## src/rtl/alu_share_ctrl.sv

```systemverilog
// alu_share_ctrl: round-robin arbiter and sequencer that lends one shared
// 32-bit combinational ALU to NREQ requesters. Each operation goes through
// accept (IDLE), execute (EXEC) and respond (RESP). An optional commit
// writes the architectural NZCV flag register on response handshake.
module alu_share_ctrl #(
  parameter int NREQ = 4,
  parameter int IDW  = 2
) (
  input  logic              clk,
  input  logic              rst,
  input  logic [NREQ-1:0]   req_valid,
  output logic [NREQ-1:0]   req_ready,
  input  logic [NREQ*32-1:0] req_a,
  input  logic [NREQ*32-1:0] req_b,
  input  logic [NREQ*2-1:0] req_op,
  input  logic [NREQ-1:0]   req_setf,
  output logic [31:0]       alu_a,
  output logic [31:0]       alu_b,
  output logic [1:0]        alu_op,
  input  logic [31:0]       alu_r,
  input  logic [3:0]        alu_f,
  output logic              resp_valid,
  input  logic              resp_ready,
  output logic [IDW-1:0]    resp_id,
  output logic [31:0]       resp_r,
  output logic [3:0]        resp_f,
  output logic [3:0]        flags_q,
  output logic              busy
);

  typedef enum logic [1:0] {
    ST_IDLE = 2'b00,
    ST_EXEC = 2'b01,
    ST_RESP = 2'b10
  } state_t;

  // Requester count and last index at the widths the arbiter arithmetic uses.
  localparam logic [IDW:0]   NREQ_W  = (IDW+1)'(NREQ);
  localparam logic [IDW-1:0] LAST_ID = IDW'(NREQ - 1);

  state_t          state_r;
  logic [IDW-1:0]  rr_ptr_r;
  logic [IDW-1:0]  cur_id_r;
  logic            cur_setf_r;

  logic            grant_found_s;
  logic [IDW-1:0]  grant_id_s;
  logic [IDW:0]    cand_s;
  logic [NREQ-1:0] grant_onehot_s;

  // Round-robin search: first valid requester at or after rr_ptr, wrapping.
  always_comb begin
    grant_found_s = 1'b0;
    grant_id_s    = '0;
    cand_s        = '0;
    for (int k = 0; k < NREQ; k++) begin
      cand_s = {1'b0, rr_ptr_r} + (IDW+1)'(k);
      if (cand_s >= NREQ_W) begin
        cand_s = cand_s - NREQ_W;
      end else begin
        cand_s = cand_s;
      end
      if (!grant_found_s && req_valid[cand_s[IDW-1:0]]) begin
        grant_found_s = 1'b1;
        grant_id_s    = cand_s[IDW-1:0];
      end else begin
        grant_found_s = grant_found_s;
      end
    end
  end

  // Accept strobe: one-hot to the winner, only while waiting in IDLE.
  always_comb begin
    grant_onehot_s = '0;
    grant_onehot_s[grant_id_s] = 1'b1;
    if ((state_r == ST_IDLE) && grant_found_s) begin
      req_ready = grant_onehot_s;
    end else begin
      req_ready = '0;
    end
  end

  // Operation sequencer: accept, execute, hold response until handshake.
  always_ff @(posedge clk or posedge rst) begin
    if (rst) begin
      state_r    <= ST_IDLE;
      rr_ptr_r   <= '0;
      cur_id_r   <= '0;
      cur_setf_r <= 1'b0;
      alu_a      <= 32'h0000_0000;
      alu_b      <= 32'h0000_0000;
      alu_op     <= 2'b00;
      resp_valid <= 1'b0;
      resp_id    <= '0;
      resp_r     <= 32'h0000_0000;
      resp_f     <= 4'b0000;
      flags_q    <= 4'b0000;
      busy       <= 1'b0;
    end else begin
      case (state_r)
        ST_IDLE: begin
          if (grant_found_s) begin
            alu_a      <= req_a[grant_id_s*32 +: 32];
            alu_b      <= req_b[grant_id_s*32 +: 32];
            alu_op     <= req_op[grant_id_s*2 +: 2];
            cur_id_r   <= grant_id_s;
            cur_setf_r <= req_setf[grant_id_s];
            busy       <= 1'b1;
            state_r    <= ST_EXEC;
          end else begin
            state_r    <= ST_IDLE;
          end
        end
        ST_EXEC: begin
          resp_r     <= alu_r;
          resp_f     <= alu_f;
          resp_id    <= cur_id_r;
          resp_valid <= 1'b1;
          state_r    <= ST_RESP;
        end
        ST_RESP: begin
          if (resp_ready) begin
            if (cur_setf_r) begin
              flags_q <= resp_f;
            end else begin
              flags_q <= flags_q;
            end
            if (cur_id_r == LAST_ID) begin
              rr_ptr_r <= '0;
            end else begin
              rr_ptr_r <= cur_id_r + IDW'(1);
            end
            resp_valid <= 1'b0;
            busy       <= 1'b0;
            state_r    <= ST_IDLE;
          end else begin
            state_r    <= ST_RESP;
          end
        end
        default: begin
          resp_valid <= 1'b0;
          busy       <= 1'b0;
          state_r    <= ST_IDLE;
        end
      endcase
    end
  end

endmodule

```

## config.mk

```make
export PLATFORM = sky130hd
export DESIGN_NAME = alu_share_ctrl
export DESIGN_NICKNAME = d
export VERILOG_FILES = /design/src/rtl/alu_share_ctrl.sv
export SDC_FILE = /design/constraint.sdc
export NUM_CORES = 1
export LEC_CHECK = 0
export ABC_AREA = 1
export BUFFER_PORTS_ARGS = -buffer_cell sky130_fd_sc_hd__buf_4
export CORE_AREA = 2 2 163 165
export DETAILED_ROUTE_END_ITERATION = 10
export DIE_AREA = 0 0 165 167
export PLACE_DENSITY_LB_ADDON = 0.3
export RECOVER_POWER = 100
export SLEW_MARGIN = 40
export SYNTH_ARGS = -nofsm -noshare
export SYNTH_HDL_FRONTEND = slang
export SYNTH_SLANG_ARGS = --single-unit
export TNS_END_PERCENT = 20
```

## constraint.sdc

```tcl
create_clock -name clk -period 4 [get_ports clk]
set_input_delay 0.2 -clock clk [delete_from_list [all_inputs] [get_ports clk]]
set_output_delay 0.2 -clock clk [all_outputs]
set_load 0.01 [all_outputs]
```

==> reports/metrics.cfg <==
[timing]
max_slew_margin_pct = -37.5
setup_violations = 0
drv_slew = 85
max_freq_mhz = 283
final.min_clock_period_ns = 3.53
fin_crit_sh_pct = 88.2
tns_ns = 0
worst_clock_skew_ns = 0.0139
rsz0062_at_grt = false
worst_slew_pin_slew_ns = 2.05
fin_ws_ns = 0.471
finalHoldViolCount = 0
whs_ns = 0.0396

[hold_path]
hold_path_class = in -> reg
min_to = state_r[1]
hold_depth = 2
min-delay-start = resp_ready

[placed_design]
pre_cts_slack_ns = 0.991
dp_cells = 1911
dpl.hpwl_um = 20800
dpl_cell_area_um2 = 10900
place.gp.congestion = 0.853
portBuffers = 424

[status]
status = complete, but fails checks
violations = max-capacitance violations, max-slew violations

[power]
pwr_density_cell_nw_per_um2 = 929
combPwrFrac_pct = 65.2
switchingPower_mw = 5.74
p_sw_share_pct = 54.2
p_total_mw = 10.6
ir_drop_mv = 0.594
p_leak_nw = 6.55
p_clk_share_pct = 14.8
intPower_mw = 4.84
pwr-share-seq_pct = 20.0

[routing]
vias_per_cell = 4.56
wl_met2_um = 14100
wirelength_met1_um = 11900
dr.max_layer_used = met5
vias = 9046
ant_nets = 0
drc = 0
wl_per_cell_um = 14.6
dr.pass1.iters = 5
drt_wl_total_um = 29000
routed-wl-met3_um = 2190
drt-initial-drc-count = 535

[synthesis]
syn-cell-area_um2 = 7590
ys_types = 20
synthTopCellsByArea = nand2_1 (40%), dfrtp_1 (39%), nand3_1 (8.2%)
avgSynthCellArea_um2 = 6.24
synth_top_area_share_pct = 40.4
syn-instance-count = 1218
ys_seq_area_share_pct = 38.6
ys_ff_latch = 117
async_reset_ff_share_pct = 100
synthFlopType = dfrtp_1
synth_fp_nets = 1530
ys_top_cells_by_count = nand2_1 (817), nand3_1 (125), dfrtp_1 (117), buf_2 (26), clkbuf_1 (22)
synth_edf_count = 0
yosysMostFrequentCell = nand2_1
yosysWarningCount = 0
yosys.area.top_type = nand2_1

[cts]
cts_resized = 0
tritoncts = yes
numCtsBuffers = 17
cts_root_buffer = clkbuf_16
post_cts_buffers = 0
htreeDepth = 4
cts.path.max_buffers = 2
clock_latency_ns = 0.42
ctsHoldBuffers = 37
clock_sinks = 117
clkTransAtPathRegs_ns = 0.07

[critical_path]
critical_path.max_stage_delay_ns = 0.54
reg2reg_slack_ns = 0.49
crit_family = simple AND/OR/NAND/NOR gates
cp.required_ns = 3.80
startpoint = rr_ptr_r[0]
reg2reg_from = rr_ptr_r[0]
critPathMaxFanout = 37
worst_r2r_endpoint = alu_a[7]
path_class = reg -> out
crit_chain = inv_1 -> nand2_1 -> nand2_1 -> nor2_1 -> nor2_1 -> nand3_4 -> nand2_2 -> inv_2 -> buf_4 -> nand2_1 -> nor2_1 -> clkbuf_1
cp_slowest_cell = dfrtp_1
cp-start-kind = flop
reg2reg_depth = 15
critPathBufInv = 4
critPathCaptureType = primary output
worstPathArrival_ns = 3.33

[die]
die_w_um = 165
die_area_um2 = 27600
initial_utilization_pct = 29.5
core-area_um2 = 25800
die_h_um = 167
rows = 59
io_pins = 425

[flow_run]
cap_viol_max_count = 2

[global_routing]
first_global_vias = 8666
track_usage_pct = 20.6
grt_overflow_total = 0
grt_max_degree = 80
antenna_found_initial = 3
grt_pass1_wl_um = 44900

[finish]
nets = 1945
fin_cells = 1983
syn_to_final_growth_pct = 50.0
post-route-util_pct = 44.2
postLayoutCellArea_um2 = 11400
final_layout_size_suffix_gt1_share_pct = 23.3

-- sequential cells by signal, summed over array words and instances (netlist names) --
register / cells
alu_a: 32
alu_b: 32
resp_r: 32
flags_q: 4
resp_f: 4
alu_op: 2
cur_id_r: 2
resp_id: 2
rr_ptr_r: 2
state_r: 2
busy: 1
cur_setf_r: 1
resp_valid: 1
-- kinds of logic (layout without fill, tap and decap cells) --
kind of cell | Yosys count | after routing | share of synthesized area, %
other | 0 | 2 | 0
adders and majority gates | 1 | 1 | 0.165
DFF | 117 | 117 | 38.6
buffers and inverters | 104 | 532 | 7.84
and+or+nand+nor | 976 | 976 | 52.0
AOI/OAI and AO/OA | 20 | 20 | 1.42
-- layout make-up --
type | instances | area, µm²
Clock buffer | 17 | 425
Multi-Input combinational cell | 997 | 4090
Inverter | 23 | 87.6
Tap cell | 335 | 419
Timing Repair Buffer | 477 | 3260
Clock inverter | 15 | 179
Sequential cell | 117 | 2930
Antenna cell | 2 | 5.00
Fill cell | 2805 | 14400
-- worst max path at each step --
stage                              end  slack [ns]  cells after the start
final                     req_ready[3]        0.47                     12
after detailed placement  req_ready[3]        0.99                     12
after global placement    req_ready[3]        1.06                     12
after global routing      req_ready[3]        0.14                     12
after floorplan               alu_a[0]        0.70                      1
after CTS                 req_ready[3]        0.53                     12
-- power by group through the flow --
stage          logic, mW  clock network (mW)  registers (mW)
4_1_cts             7.43                1.60            2.13
3_3_place_gp        7.34                   0            2.13
2_1_floorplan       5.02                   0            2.31
3_5_place_dp        7.40                   0            2.14
5_1_grt             7.90                1.66            2.19
6_report            6.90                1.56            2.12
-- worst register-to-register path, stage by stage, from the launching register on --
cell,delay (ns)
dfrtp_1,0.54
inv_1,0.24
nand2_1,0.14
nand3_1,0.07
nand2_1,0.14
nand2_1,0.11
nand2_1,0.09
nand2_1,0.06
nand2_2,0.81
clkbuf_2,0.69
nand3_1,0.22
nand2_1,0.12
nand2_1,0.05
nand2_1,0.07
nand2_1,0.04
nand2_1,0.07
-- cell usage in the layout, fill, tap and decap left out --
master / n
o21ai_0: 16
clkbuf_1: 115
bufinv_16: 1
a31oi_1: 1
dfrtp_1: 117
dlygate4sd3_1: 37
o31ai_1: 1
inv_8: 8
nand2_2: 2
clkbuf_4: 2
inv_1: 19
nand3_4: 2
nor3_1: 4
clkinv_4: 1
clkbuf_16: 17
inv_6: 3
ha_1: 1
a21oi_1: 1
inv_2: 3
nand2_1: 817
buf_4: 315
clkinvlp_2: 1
buf_6: 1
a21oi_4: 1
clkinv_8: 1
buf_12: 2
nor2_1: 9
diode_2: 2
nand3_1: 125
clkbuf_2: 5
nand3_2: 17
clkinvlp_4: 1
-- routing by layer --
layer | global-route usage (%) | vias up
li1 | - | 4584
met2 | 35.0 | 319
met4 | 8.24 | 2
met5 | 0 | -
met1 | 24.3 | 4082
met3 | 5.95 | 59
Note: power is estimated with default switching activity, not from simulation.
